$ cat src/rtl/pc_fetch_rv32i_if.sv
// Instruction-memory req/ack bus between the fetch stage (master) and the
// instruction memory (slave).
interface pc_fetch_rv32i_if;
  logic        imem_req;
  logic [31:0] imem_addr;
  logic        imem_ack;
  logic [31:0] imem_rdata;

  modport master (
    output imem_req,
    output imem_addr,
    input  imem_ack,
    input  imem_rdata
  );

  modport slave (
    input  imem_req,
    input  imem_addr,
    output imem_ack,
    output imem_rdata
  );
endinterface

$ cat src/rtl/pc_fetch_rv32i.sv
// Program-counter and instruction-fetch stage for the single-issue RV32I core.
// Holds the PC, offers PC+4 to the brancher, fetches over a req/ack bus and
// holds the fetched word for decode until the core advances.
// Optional fetch timeout: define PC_FETCH_TIMEOUT_EN to build the wait counter
// and the timeout_err path; otherwise FETCH waits indefinitely.
module pc_fetch_rv32i #(
  parameter logic [31:0] RESET_VECTOR = 32'h0000_0000,
  parameter int unsigned WAIT_MAX     = 15
) (
  input  logic                     clock,
  input  logic                     reset,
  input  logic [31:0]              PCin,
  input  logic                     advance,
  input  logic                     stall,
  pc_fetch_rv32i_if.master         bus,
  output logic [31:0]              PC,
  output logic [31:0]              PCnew,
  output logic [31:0]              instr,
  output logic                     instr_valid,
  output logic                     misalign_err,
  output logic                     timeout_err
);

  localparam logic [1:0] S_IDLE  = 2'd0;
  localparam logic [1:0] S_FETCH = 2'd1;
  localparam logic [1:0] S_HOLD  = 2'd2;
  localparam logic [1:0] S_ERR   = 2'd3;

  logic [1:0]  r_state;
  logic [31:0] r_pc;
  logic [31:0] r_instr;
  logic        r_misalign;
  logic        w_accept;

  // An advance counts only in HOLD and only when no hazard stall is present.
  assign w_accept = (r_state == S_HOLD) && advance && !stall;

`ifdef PC_FETCH_TIMEOUT_EN
  localparam logic [7:0] LP_CNT_LAST = 8'(WAIT_MAX - 1);

  logic [7:0] r_cnt;
  logic       r_timeout;

  // Counts consecutive un-acked FETCH cycles; ack wins over timeout in the
  // last allowed cycle because the ack branch is evaluated first.
  always_ff @(posedge clock) begin
    if (reset) begin
      r_cnt     <= '0;
      r_timeout <= 1'b0;
    end else if (r_state == S_FETCH) begin
      if (bus.imem_ack) begin
        r_cnt <= '0;
      end else if (r_cnt == LP_CNT_LAST) begin
        r_cnt     <= '0;
        r_timeout <= 1'b1;
      end else begin
        r_cnt <= r_cnt + 8'd1;
      end
    end
  end

  assign timeout_err = r_timeout;
  wire w_timeout_hit = (r_state == S_FETCH) && !bus.imem_ack && (r_cnt == LP_CNT_LAST);
`else
  assign timeout_err = 1'b0;
  wire w_timeout_hit = 1'b0;
`endif

  // Main fetch state machine, PC, instruction latch and misalign flag.
  always_ff @(posedge clock) begin
    if (reset) begin
      r_state    <= S_IDLE;
      r_pc       <= RESET_VECTOR;
      r_instr    <= '0;
      r_misalign <= 1'b0;
    end else begin
      case (r_state)
        S_IDLE: r_state <= S_FETCH;
        S_FETCH: begin
          if (bus.imem_ack) begin
            r_instr <= bus.imem_rdata;
            r_state <= S_HOLD;
          end else if (w_timeout_hit) begin
            r_state <= S_ERR;
          end
        end
        S_HOLD: begin
          if (w_accept) begin
            if (PCin[1:0] == 2'b00) begin
              r_pc    <= PCin;
              r_state <= S_FETCH;
            end else begin
              r_misalign <= 1'b1;
              r_state    <= S_ERR;
            end
          end
        end
        default: r_state <= S_ERR;
      endcase
    end
  end

  // Outputs decode from registered state and PC only.
  assign bus.imem_req  = (r_state == S_FETCH);
  assign bus.imem_addr = r_pc;
  assign instr_valid   = (r_state == S_HOLD);
  assign PC            = r_pc;
  assign PCnew         = r_pc + 32'd4;
  assign instr         = r_instr;
  assign misalign_err  = r_misalign;

endmodule
$ cat src/flat_wrapper.sv
// flat-port wrapper written by rule: the top's interface ports become plain ports
module pc_fetch_rv32i_flat 
#(
  parameter logic [31:0] RESET_VECTOR = 32'h0000_0000,
  parameter int unsigned WAIT_MAX     = 15
)
  (clock, reset, PCin, advance, stall, PC, PCnew, instr, instr_valid, misalign_err, timeout_err, bus_imem_req, bus_imem_addr, bus_imem_ack, bus_imem_rdata);
  pc_fetch_rv32i_if bus_i ();
  input  logic clock;
  input  logic reset;
  input  logic [31:0] PCin;
  input  logic advance;
  input  logic stall;
  output logic [31:0] PC;
  output logic [31:0] PCnew;
  output logic [31:0] instr;
  output logic instr_valid;
  output logic misalign_err;
  output logic timeout_err;
  output wire logic [$bits(bus_i.imem_req)-1:0] bus_imem_req;
  output wire logic [$bits(bus_i.imem_addr)-1:0] bus_imem_addr;
  input wire logic [$bits(bus_i.imem_ack)-1:0] bus_imem_ack;
  input wire logic [$bits(bus_i.imem_rdata)-1:0] bus_imem_rdata;
  assign bus_imem_req = bus_i.imem_req;
  assign bus_imem_addr = bus_i.imem_addr;
  assign bus_i.imem_ack = bus_imem_ack;
  assign bus_i.imem_rdata = bus_imem_rdata;
  pc_fetch_rv32i #(.RESET_VECTOR(RESET_VECTOR), .WAIT_MAX(WAIT_MAX)) u_core (.clock(clock), .reset(reset), .PCin(PCin), .advance(advance), .stall(stall), .bus(bus_i), .PC(PC), .PCnew(PCnew), .instr(instr), .instr_valid(instr_valid), .misalign_err(misalign_err), .timeout_err(timeout_err));
endmodule
$ cat config.mk
export PLATFORM = sky130hd
export DESIGN_NAME = pc_fetch_rv32i_flat
export DESIGN_NICKNAME = d
export VERILOG_FILES = /design/src/rtl/pc_fetch_rv32i_if.sv /design/src/rtl/pc_fetch_rv32i.sv /design/src/flat_wrapper.sv
export SDC_FILE = /design/constraint.sdc
export NUM_CORES = 1
export LEC_CHECK = 0
export CAP_MARGIN = 20
export CORE_MARGIN = 1
export CORE_UTILIZATION = 37
export CTS_BUF_LIST = sky130_fd_sc_hd__clkbuf_4 sky130_fd_sc_hd__clkbuf_8 sky130_fd_sc_hd__clkbuf_16
export CTS_CLUSTER_SIZE = 25
export DETAILED_ROUTE_END_ITERATION = 7
export PLACE_DENSITY = 0.81
export SETUP_SLACK_MARGIN = 0.3
export SYNTH_ARGS = -nofsm -noshare
export SYNTH_HDL_FRONTEND = slang
export SYNTH_SLANG_ARGS = --single-unit
$ cat constraint.sdc
create_clock -name clock -period 1.9 [get_ports clock]
set_input_delay 0.38 -clock clock [delete_from_list [all_inputs] [get_ports clock]]
set_output_delay 0.38 -clock clock [all_outputs]
set_load 0.05 [all_outputs]
# --- Word-level counts from Yosys, hierarchy flattened ---
# Cells that the tools add are included.
# Widths: inputs -> output; s select.
op_classes:
  n_eq_ne: 4
  bitwise_logic: 1
  reduce_logical: 9
  addsub: 1
  n_mux: 4
ops:
  columns: ["op", "n"]
  rows:
  - ["$add 32x3->32 const B", 1]
  - ["$mux 2", 3]
  - ["$pmux 2 s3", 1]
  - ["$reduce_and 3->1", 2]
  - ["$logic_not 2->1", 2]
  - ["$ne 2x1->1 const B", 2]
  - ["$reduce_and 2->1", 2]
  - ["$eq 2x1->1 const B", 1]
  - ["$eq 2x2->1 const B", 1]
  - ["$logic_and 1x1->1", 2]
  - ["$logic_not 1->1", 1]
  - ["$not 1->1", 1]
word_totals:
  ff_bits: 67
  inputBits: 69
  output_inout_bits: 132
  wordCells: 23

# --- Depth between registers and ports, before layout ---
# Gate-level depths: netlist of run 1.
logic_depth:
  ltp_word: 5
  mapped_depth: 6
  mapped_depth_nobuf: 5

# --- Worst setup path after synthesis of run 1 ---
# Ideal clock, no wire load.
synth_timing:
  path_type: "register to output"
  start: "register u_core.r_pc[2] (netlist: u_core.PC[2])"
  end: "output port PCnew[24]"
  setup_slack_ns: -1.045
  arrival_ns: 2.565
  n_path_buf: 0
  required_time_ns: 1.520
  stages_incl_launch_ff: 6
  path_cell_list: "dfxtp_1 -> ha_1 -> nand4_1 -> nor4_4 -> nand4_1 -> xnor2_1"
synth_via:
  elab_chain_cells: 1
synth_lines:
  columns: ["item", "line_no", "source"]
  rows:
  - ["start, declared", "pc_fetch_rv32i.sv:30", "logic [31:0] r_pc;"]
  - ["start signal, assigned", "pc_fetch_rv32i.sv:90", "r_pc <= PCin;"]
  - ["$add 32x3->32", "pc_fetch_rv32i.sv:108", "assign PCnew = r_pc + 32'd4;"]
  - ["end, declared", "flat_wrapper.sv:15", "output logic [31:0] PCnew;"]
# Every way passes these cells.

# --- Worst setup path after layout of run 1 ---
layout_timing:
  start: "register u_core.r_pc[2] (netlist: u_core.PC[2])"
  end: "output port PCnew[18]"
# Same word-level chain as after synthesis.

==> results of run 1 <==
==> critical path, delay by kind of cell (launching register included) <==
kind	cells	cell delay [ns]
xor gates and xnor gates	1	0.20
adders and majority gates	1	0.13
buffers and inverters	3	0.45
DFF	1	0.36
and+or+nand+nor	3	0.51
==> cell families (layout without fill, tap and decap cells) <==
| kind of cell | after synthesis | in the layout | share of synthesized area |
|---|---|---|---|
| AO/OA/AOI/OAI | 66 | 66 | 0.107 |
| XOR/XNOR | 28 | 28 | 0.0781 |
| adder cells (fa/ha/maj) | 1 | 1 | 0.00398 |
| buffers and inverters | 60 | 279 | 0.115 |
| flip-flops | 67 | 67 | 0.427 |
| other | 1 | 1 | 0.00119 |
| AND/OR/NAND/NOR | 185 | 185 | 0.267 |
==> stage by stage <==
| step | total power [µW] | hold slack (ns) |
|---|---|---|
| after global routing | 3440 | 0.476 |
| after CTS | 3350 | 0.457 |
| after detailed placement | 2010 | 0.445 |
| after floorplan | 1740 | 0.479 |
| after global placement | 2000 | 0.441 |
| final | 3320 | 0.455 |
==> layer usage <==
metal | share of wire | wire [µm] | track usage
met5 | 0 | 0 | 0
met4 | 0.025 | 282 | 0.101
met3 | 0.062 | 702 | 0.0607
met2 | 0.53 | 6050 | 0.440
met1 | 0.38 | 4290 | 0.294
==> worst max path at each step <==
| stage | to | cells after the start | slack (ns) |
|---|---|---|---|
| finish | PCnew[18] | 8 | -0.49 |
| global route | PCnew[24] | 7 | -0.56 |
| CTS | PCnew[24] | 7 | -0.43 |
| detailed placement | PCnew[18] | 7 | -0.16 |
| global placement | PCnew[24] | 7 | -0.11 |
| floorplan | PCnew[24] | 5 | -0.36 |
==> flip-flops by register name, summed over array words and instances (netlist names) <==
| name | cells |
|---|---|
| u_core.PC | 32 |
| u_core.r_state | 2 |
| u_core.instr | 32 |
| u_core.misalign_err | 1 |
==> cell usage after synthesis <==
cell type | instances | area, µm²
nor2_1 | 7 | 26.3
clkbuf_1 | 18 | 67.6
nand3_1 | 13 | 65.1
ha_1 | 1 | 12.5
a31oi_1 | 1 | 6.26
buf_4 | 35 | 263
dfxtp_1 | 67 | 1340
and4_1 | 5 | 43.8
nor3b_1 | 2 | 15.0
conb_1 | 1 | 3.75
inv_1 | 2 | 7.51
nor2b_1 | 2 | 12.5
nand2_1 | 131 | 492
and3_1 | 6 | 37.5
and4_2 | 2 | 20.0
or2_2 | 2 | 12.5
a211oi_1 | 1 | 7.51
nor3_1 | 1 | 5.00
a21oi_1 | 63 | 315
nand4_1 | 8 | 50.1
nand2b_1 | 1 | 6.26
xor2_1 | 6 | 52.6
and2_1 | 2 | 12.5
o31ai_1 | 1 | 7.51
xnor2_1 | 22 | 193
buf_2 | 5 | 25.0
nand4_2 | 1 | 12.5
and2b_1 | 1 | 7.51
nor4_4 | 1 | 21.3
==> area by class of cell <==
class	count	area, µm²	share of cell area
Tap cell	105	131	0.0200
Timing Repair Buffer	261	2600	0.395
Sequential cell	67	1430	0.218
Inverter	2	7.51	0.00114
Multi-Input combinational cell	281	2170	0.329
Clock inverter	5	65.1	0.00989
Clock buffer	11	174	0.0264
==> report_power, final <==
part / internal (µW) / total (µW) / switching (µW)
clock: 777 / 1370 / 591
combinational: 221 / 518 / 297
sequential: 1410 / 1440 / 23.1
==> timing repair <==
item,4_1_cts,5_1_grt
endpoints found under the setup margin,61,56
setup buffers,7,12
resized for setup,95,57
pin swaps,23,14
cloned,1,0
hold endpoints to repair,0,0
==> results.md, run 1 <==
* Final Net Count at 692
* Reg2Reg Setup Slack at 0.54 ns
* Status: finished with violations
* Hold Path Sink: u_core.instr[28]
* Failing checks: setup timing
* Setup WS pre-CTS at -0.161 ns
* Area Growth Syn to Fin at 109%
* Final setup vio count at 26
* Worst-path cell chain: ha_4, nand4_1, nor4_4, buf_6, buf_4, nand3_4, xnor2_4, buf_12
* R2r worst-path depth at 5
* Slowest-stage cell, CP: dfxtp_4
* I/O pin count at 201
* Final hold vios at 0
* Max-Cap Viols at 0
* Synthesized area per cell at 7.70 µm²
* Post-DRT Antenna Nets at 0
* TNS Setup at -8.92 ns
* Vias/cell at 4.88
* Largest net degree at the start of global routing at 68
* Core area at 8220 µm²
* Max Clock Freq at 0.418 GHz
* Placed inst area at 5960 µm²
* Initial antenna violation count at 0
* Vias in the first global route at 3,518
* Worst EP arrival at 2.01 ns
* Max VDD drop at 0.000613 V
* Clock transition at path regs at 0.08 ns
* Setup CP Type: flop to output port
* Hold depth at 2
* Non-Filler Instances at 732
* Pwr Density at 505 nW/µm²
* GP Congestion at 0.814
* Die height at 94.1 µm
* Most frequent cells in the layout: nand2_1 (127), buf_4 (110), clkdlybuf4s50_1 (67), a21oi_1 (63), dfxtp_1 (37)
* Req. time, crit path at 1.52 ns
* Slew at the pin with the worst max-slew slack at 0.585 ns
* Clock Path Buffers at 2
* Share of cells above drive strength 1 at 0.467
* Global-route wire length before repair at 17,300 µm
* Synthesized Nets at 478
* Iteration-0 DRC Markers at 76
* Hold Crit Class: flop to flop
* Root Driver: clkbuf_8
* RSZ-0062 raised after global routing: yes
* Leakage Power at 0.00275 µW
* Final Critical Period at 2.39 ns
* #FFs+latches synth at 67
* H-tree levels at 3
* Die width at 94.1 µm
* CTS buffer count at 9
* Number of fill cells at 487
* Total number of yosys warnings at 0
* Diodes inserted at 0
* CP startpoint kind: flop
* All-Layer GR Usage at 0.252
* CTS tree: built
* Slew Viols, Final at 0
* CP endpoint kind: output port
* Slew Limit Headroom at 0.610
* Final core occ at 0.800
* Routed vias at 3,571
* CP max stage delay at 0.36 ns
* Row cnt at 33
* First drt pass iteration count at 4
* DRT Wirelength at 11,300 µm
* Most common cell after layout, fill and taps aside: nand2_1
* Yosys cell types at 29
* Worst Hold Launch: u_core.instr[28]
* Clock sink total at 67
* Area of the die at 8860 µm²
* DRC Markers at 0
* Critical path startpoint: u_core.PC[2]
* Synthesized netlist cell count at 408
* Register area share after synthesis at 0.427
* Post-DP HPWL at 7580 µm
* Cell Area, Synth at 3140 µm²
* Final Cell Area at 6580 µm²
* Layout Skew at 0.00697 ns
* Tcrit/Tclk final at 1.26
* Avg WL per Cell at 15.5 µm
* GR Overflow Total at 0
* Critical Path Fanout Max at 7
* Hold_buf cts at 0
* Crit Reg-Reg Startpoint: u_core.r_state[0]
* Worst skew pair latency at 0.34 ns
* Initial Util at 0.382
* IO buf count at 199
* Placed Cells at 696
* Worst Slack Setup Final at -0.491 ns
* Worst reg2reg path endpoint: u_core.PC[7]
Note: power is estimated with default switching activity, not from simulation.
==> run 2, diff against run 1 <==
--- a/config.mk
+++ b/config.mk
@@ -11,8 +11,10 @@
 export CTS_BUF_LIST = sky130_fd_sc_hd__clkbuf_4 sky130_fd_sc_hd__clkbuf_8 sky130_fd_sc_hd__clkbuf_16
 export CTS_CLUSTER_SIZE = 25
 export DETAILED_ROUTE_END_ITERATION = 7
+export GPL_TIMING_DRIVEN = 0
 export PLACE_DENSITY = 0.81
 export SETUP_SLACK_MARGIN = 0.3
+export SLEW_MARGIN = 20
 export SYNTH_ARGS = -nofsm -noshare
 export SYNTH_HDL_FRONTEND = slang
 export SYNTH_SLANG_ARGS = --single-unit
==> results.md, run 2 (synthesized netlist as in run 1, its figures left out) <==
* CP endpoint kind: output port
* Worst Slack Setup Final at -0.462 ns (+0.0295 ns)
* CP startpoint kind: flop
* Core area at 8220 µm² (unchanged)
* Vias/cell at 4.75 (-2.6%)
* Critical path startpoint: u_core.PC[2]
* Pwr Density at 504 nW/µm² (-0.18%)
* Area Growth Syn to Fin at 103%
* Max-Cap Viols at 0 (unchanged)
* RSZ-0062 raised after global routing: yes
* Slew Limit Headroom at 0.666 (+0.0560)
* Final core occ at 0.775 (-0.0254)
* Leakage Power at 0.00277 µW (+0.83%)
* Crit Reg-Reg Startpoint: u_core.r_state[0]
* Vias in the first global route at 3,450 (-1.9%)
* Clock sink total at 67 (unchanged)
* GR Overflow Total at 0 (unchanged)
* Slew Viols, Final at 0 (unchanged)
* GP Congestion at 0.842 (+3.4%)
* Worst skew pair latency at 0.34 ns (about the same)
* R2r worst-path depth at 5 (unchanged)
* Most Used Layer, Global Route: met2
* DRC Markers at 0 (unchanged)
* Met1 GRT Util at 0.277 (-0.0169)
* Diodes inserted at 0 (unchanged)
* Worst reg2reg path endpoint: u_core.PC[9]
* I/O pin count at 201 (unchanged)
* Die height at 94.1 µm (unchanged)
* Worst Setup EP: PCnew[24]
* Max VDD drop at 0.000496 V (-19%)
* Setup CP Type: flop to output port
* Critical Path Fanout Max at 7 (unchanged)
* Area of the die at 8860 µm² (unchanged)
* Post-DRT Antenna Nets at 0 (unchanged)
* Initial antenna violation count at 0 (unchanged)
* Iteration-0 DRC Markers at 66 (-13%)
* Final setup vio count at 24 (-7.7%)
* Root Driver: clkbuf_8
* Clock transition at path regs at 0.08 ns (about the same)
* Die width at 94.1 µm (unchanged)
* Tcrit/Tclk final at 1.24 (-0.0155)
* Row cnt at 33 (unchanged)
* Share of cells above drive strength 1 at 0.474 (+0.00702)
* H-tree levels at 3 (unchanged)
* Layout Skew at 0.00720 ns (+0.000237 ns)
* IO buf count at 198 (-0.50%)
* Failing checks: setup timing
* Initial Util at 0.382 (unchanged)
* Met3 usage in global routing at 0.0623 (+0.00162)
* All-Layer GR Usage at 0.245 (-0.00730)
* First drt pass iteration count at 4 (unchanged)
* Final Net Count at 727 (+5.1%)
* Worst EP arrival at 1.98 ns (-0.03 ns)
* Post-DP HPWL at 7940 µm (+4.7%)
* Routed vias at 3,645 (+2.1%)
* Req. time, crit path at 1.52 ns (about the same)
* Slew at the pin with the worst max-slew slack at 0.501 ns (-0.0840 ns)
* Hold Crit Class: primary input to flop
* Clock Path Buffers at 2 (unchanged)
* CTS tree: built
* CTS buffer count at 9 (unchanged)
* Reg2Reg Setup Slack at 0.36 ns (-0.18 ns)
* Avg WL per Cell at 14.7 µm (-5.0%)
* Max Clock Freq at 0.423 GHz (+1.2%)
* Final hold slack at 0.416 ns (-0.0394 ns)
* Most common cell after layout, fill and taps aside: nand2_1
* Global-route wire length before repair at 16,800 µm (-2.9%)
* Status: finished with violations
* Most frequent cells in the layout: nand2_1 (127), buf_4 (83), clkdlybuf4s50_1 (67), a21oi_1 (63), buf_2 (38)
* Hold_buf cts at 0 (unchanged)
* Final Critical Period at 2.36 ns (-0.0295 ns)
* DRT Wirelength at 11,300 µm (-0.47%)
* Largest net degree at the start of global routing at 12 (-82%)
* GR Util met2 at 0.424 (-0.0157)
* Final hold vios at 0 (unchanged)
-- run 2: area by class of cell --
class                   count  area (µm²)
multi-input cells         281        2120
repair buffers            238        2070
fillers                   565        1850
flip-flops and latches     67        1440
plain buffers              58         385
clock buffers              14         209
well taps                 105         131
clock inverters             2        11.3
inverters                   2        7.51
-- run 2: worst min path at each step --
stage / start / endpoint / depth (start not counted)
after floorplan: u_core.r_state[1] / u_core.r_state[1] / 2
after global routing: reset / u_core.instr[12] / 2
after global placement: u_core.instr[1] / u_core.instr[1] / 2
after CTS: reset / u_core.instr[15] / 2
final: reset / u_core.instr[14] / 2
after detailed placement: u_core.instr[16] / u_core.instr[16] / 2
-- run 2: per-stage QoR --
step                total power [µW]  TNS (ns)  std cells  instance area (µm²)  setup slack [ns]
finish                          3210     -8.07        767                 6370            -0.462
global route                    3320     -9.63        767                 6370            -0.532
CTS                             3240     -7.31        750                 6210            -0.556
detailed placement              2000    -22.36        711                 5850             -1.14
global placement                1990    -20.24        711                 5850             -1.12
floorplan                       1740     -3.48        408                 3730            -0.355
-- run 2: critical path: stages (launching register included) --
cell and delay (ns):
dfxtp_4 0.37, ha_4 0.14, nand4_1 0.10, buf_6 0.16, nor4_4 0.14, buf_6 0.17
nand4_1 0.20, xnor2_4 0.19, buf_6 0.17
-- run 2: timing repair --
action / 4_1_cts / 5_1_grt
resized for setup: 610 / 81
setup endpoints to repair: 169 / 116
setup buffers: 23 / 17
hold endpoints to repair: 0 / 0
cloned: 0 / 0
pin swaps: 14 / 17
-- run 2: metal layers --
layer  up-vias  routed length [µm]
met5         -                   0
met3        24                 743
met2       152                5790
li1       1814                   -
met4         0                 323
met1      1655                4400
-- run 2: power breakdown --
group	leakage (µW)	internal [µW]	switching [µW]
Clock	0.000117	718	541
Combinational	0.00209	216	297
Sequential	0.000565	1410	26.3
==> run 3, diff against run 2 <==
--- a/config.mk
+++ b/config.mk
@@ -7,14 +7,14 @@
 export LEC_CHECK = 0
 export CAP_MARGIN = 20
 export CORE_MARGIN = 1
-export CORE_UTILIZATION = 37
+export CORE_UTILIZATION = 39
 export CTS_BUF_LIST = sky130_fd_sc_hd__clkbuf_4 sky130_fd_sc_hd__clkbuf_8 sky130_fd_sc_hd__clkbuf_16
 export CTS_CLUSTER_SIZE = 25
 export DETAILED_ROUTE_END_ITERATION = 7
 export GPL_TIMING_DRIVEN = 0
-export PLACE_DENSITY = 0.81
+export PLACE_DENSITY = 0.85
 export SETUP_SLACK_MARGIN = 0.3
-export SLEW_MARGIN = 20
+export SLEW_MARGIN = 5
 export SYNTH_ARGS = -nofsm -noshare
 export SYNTH_HDL_FRONTEND = slang
 export SYNTH_SLANG_ARGS = --single-unit
==> constraint.sdc (replaced) <==
create_clock -name clock -period 2.95 [get_ports clock]
set_input_delay 0.59 -clock clock [delete_from_list [all_inputs] [get_ports clock]]
set_output_delay 0.59 -clock clock [all_outputs]
set_load 0.05 [all_outputs]
==> results.md, run 3 (synthesized netlist as in run 1, its figures left out) <==
* Crit Reg-Reg Startpoint: u_core.r_state[1]
* Clock transition at path regs at 0.08 ns (about the same)
* Layout Skew at 0.00762 ns (+0.000420 ns)
* Largest net degree at the start of global routing at 13 (+1)
* Core area at 7770 µm² (-5.5%)
* Post-DRT Antenna Nets at 0 (unchanged)
* CP startpoint kind: flop
* CTS tree: built
* Iteration-0 DRC Markers at 97 (+47%)
* Root Driver: clkbuf_8
* CP endpoint kind: output port
* Worst Slack Setup Final at 0.333 ns (+0.795 ns)
* Pwr Density at 363 nW/µm² (-28%)
* Most frequent cells in the layout: clkdlybuf4s50_1 (172), nand2_1 (131), a21oi_1 (63), dfxtp_1 (51), buf_4 (44)
* Max-Cap Viols at 0 (unchanged)
* Most common cell after layout, fill and taps aside: clkdlybuf4s50_1
* Critical Path Fanout Max at 6 (-1)
* Final Critical Period at 2.62 ns
* Slew at the pin with the worst max-slew slack at 0.537 ns (+0.0367 ns)
* H-tree levels at 3 (unchanged)
* Max VDD drop at 0.000292 V (-41%)
* Area of the die at 8420 µm² (-5.0%)
* Die height at 91.8 µm (-2.5%)
* Clock Path Buffers at 2 (unchanged)
* Final setup vio count at 0 (-100%)
* Critical path startpoint: u_core.PC[13]
* Max Clock Freq at 0.382 GHz
* Initial Util at 0.404 (+0.0221)
* IO buf count at 198 (unchanged)
* Slew Limit Headroom at 0.641 (-0.0256)
* Diodes inserted at 0 (unchanged)
* Setup CP Type: flop to output port
* First drt pass iteration count at 4 (unchanged)
* Req. time, crit path at 2.36 ns (+0.84 ns)
* Post-DP HPWL at 7670 µm (-3.4%)
* Row cnt at 32 (-3.0%)
* Final hold vios at 0 (unchanged)
* Avg WL per Cell at 13.6 µm (-7.6%)
* Share of cells above drive strength 1 at 0.216 (-0.258)
* Initial antenna violation count at 0 (unchanged)
* Slew Viols, Final at 0 (unchanged)
* Final Cell Area at 5800 µm² (-8.9%)
* Area Growth Syn to Fin at 84.5%
* Final core occ at 0.746 (-0.0285)
* DRT Wirelength at 9920 µm (-12%)
* Hold Crit Class: flop to flop
* Placed inst area at 5460 µm² (-6.7%)
* Vias in the first global route at 3,323 (-3.7%)
* Number of fill cells at 591 (+4.6%)
* Die width at 91.8 µm (-2.5%)
* Clock sink total at 67 (unchanged)
* I/O pin count at 201 (unchanged)
* Global-route wire length before repair at 16,000 µm (-4.7%)
* CTS buffer count at 9 (unchanged)
* Routed vias at 3,443 (-5.5%)
* Leakage Power at 0.00230 µW (-17%)
* DRC Markers at 0 (unchanged)
* GP Congestion at 0.845 (+0.42%)
* Worst skew pair latency at 0.33 ns (about the same)
* Setup WS pre-CTS at -0.269 ns (+0.867 ns)
* Tcrit/Tclk final at 0.887
* GR Overflow Total at 0 (unchanged)
* Status: finished clean
* Vias/cell at 4.71 (-0.89%)
* RSZ-0062 raised after global routing: yes
* All-Layer GR Usage at 0.239 (-0.00593)
* Worst Hold Launch: u_core.instr[8]
* Worst EP arrival at 2.03 ns (+0.05 ns)
* Final Net Count at 694 (-4.5%)
run 3: cell types whose count changed in the layout (fill, tap and decap cells not counted), moves of 7 or more:
cell / previous run / this run
clkdlybuf4s50_1: 67 / 172
buf_4: 83 / 44
buf_6: 35 / 7
buf_2: 38 / 11
clkbuf_2: 22 / 2
dfxtp_4: 23 / 6
clkdlybuf4s15_2: 20 / 4
dfxtp_1: 37 / 51
clkdlybuf4s15_1: 13 / 0
xnor2_4: 18 / 5
clkbuf_1: 9 / 18
xnor2_2: 4 / 13
nand3_4: 10 / 2
nand3_1: 1 / 8
run 3: through the flow:
| step | instances | TNS [ns] | hold slack (ns) | total power, µW |
|---|---|---|---|---|
| after floorplan | 408 | 0 | 0.479 | 1140 |
| after CTS | 731 | 0 | 0.458 | 2120 |
| final | 731 | 0 | 0.455 | 2110 |
| after detailed placement | 708 | -1.42 | 0.448 | 1310 |
| after global routing | 731 | 0 | 0.478 | 2190 |
| after global placement | 708 | -1.24 | 0.440 | 1300 |
run 3: timing repair:
action / CTS / global route
buffers inserted: 7 / 0
cloned: 0 / 0
pin swaps: 6 / 7
endpoints found under the setup margin: 26 / 23
resized for setup: 136 / 18
hold endpoints to repair: 0 / 0
hold buffers: 0 / 0
run 3: cell type report:
| cell class | instances | area (µm²) | share of cell area |
|---|---|---|---|
| timing repair buffer | 205 | 2010 | 0.346 |
| multi-input combinational | 281 | 1700 | 0.294 |
| tap | 102 | 128 | 0.0220 |
| sequential | 67 | 1380 | 0.237 |
| buffer | 58 | 360 | 0.0621 |
| clock buffer | 9 | 124 | 0.0214 |
| inverter | 2 | 7.51 | 0.00129 |
| clock inverter | 7 | 92.6 | 0.0160 |
run 3: worst max-delay path, cell delays in order, from the launching register on:
cell and delay, ns:
dfxtp_1 0.44, nand4_2 0.20, nor4_4 0.32, buf_6 0.18, buf_12 0.11, nand3_2 0.12, xnor2_4 0.15, buf_6 0.17
run 3: worst paths after layout:
| check | endpoint | slack, ns | depth (start not counted) |
|---|---|---|---|
| setup / recovery | PCnew[26] | 0.33 | 7 |
| hold / removal | u_core.instr[8] | 0.46 | 2 |
| setup reg to reg | u_core.PC[16] | 1.40 | 6 |
| hold reg to reg | u_core.instr[8] | 0.46 | 2 |
run 3: metal layers:
layer  GRT usage  wire (µm)  vias up
li1            -          -     1736
met4       0.107        259        0
met5           0          0        -
met1       0.267       3900     1539
met3      0.0564        656       24
met2       0.429       5100      144
run 3: where the power goes:
part,switching (µW),internal (µW)
logic,188,152
clock network,350,474
registers,17.2,925
total,555,1550
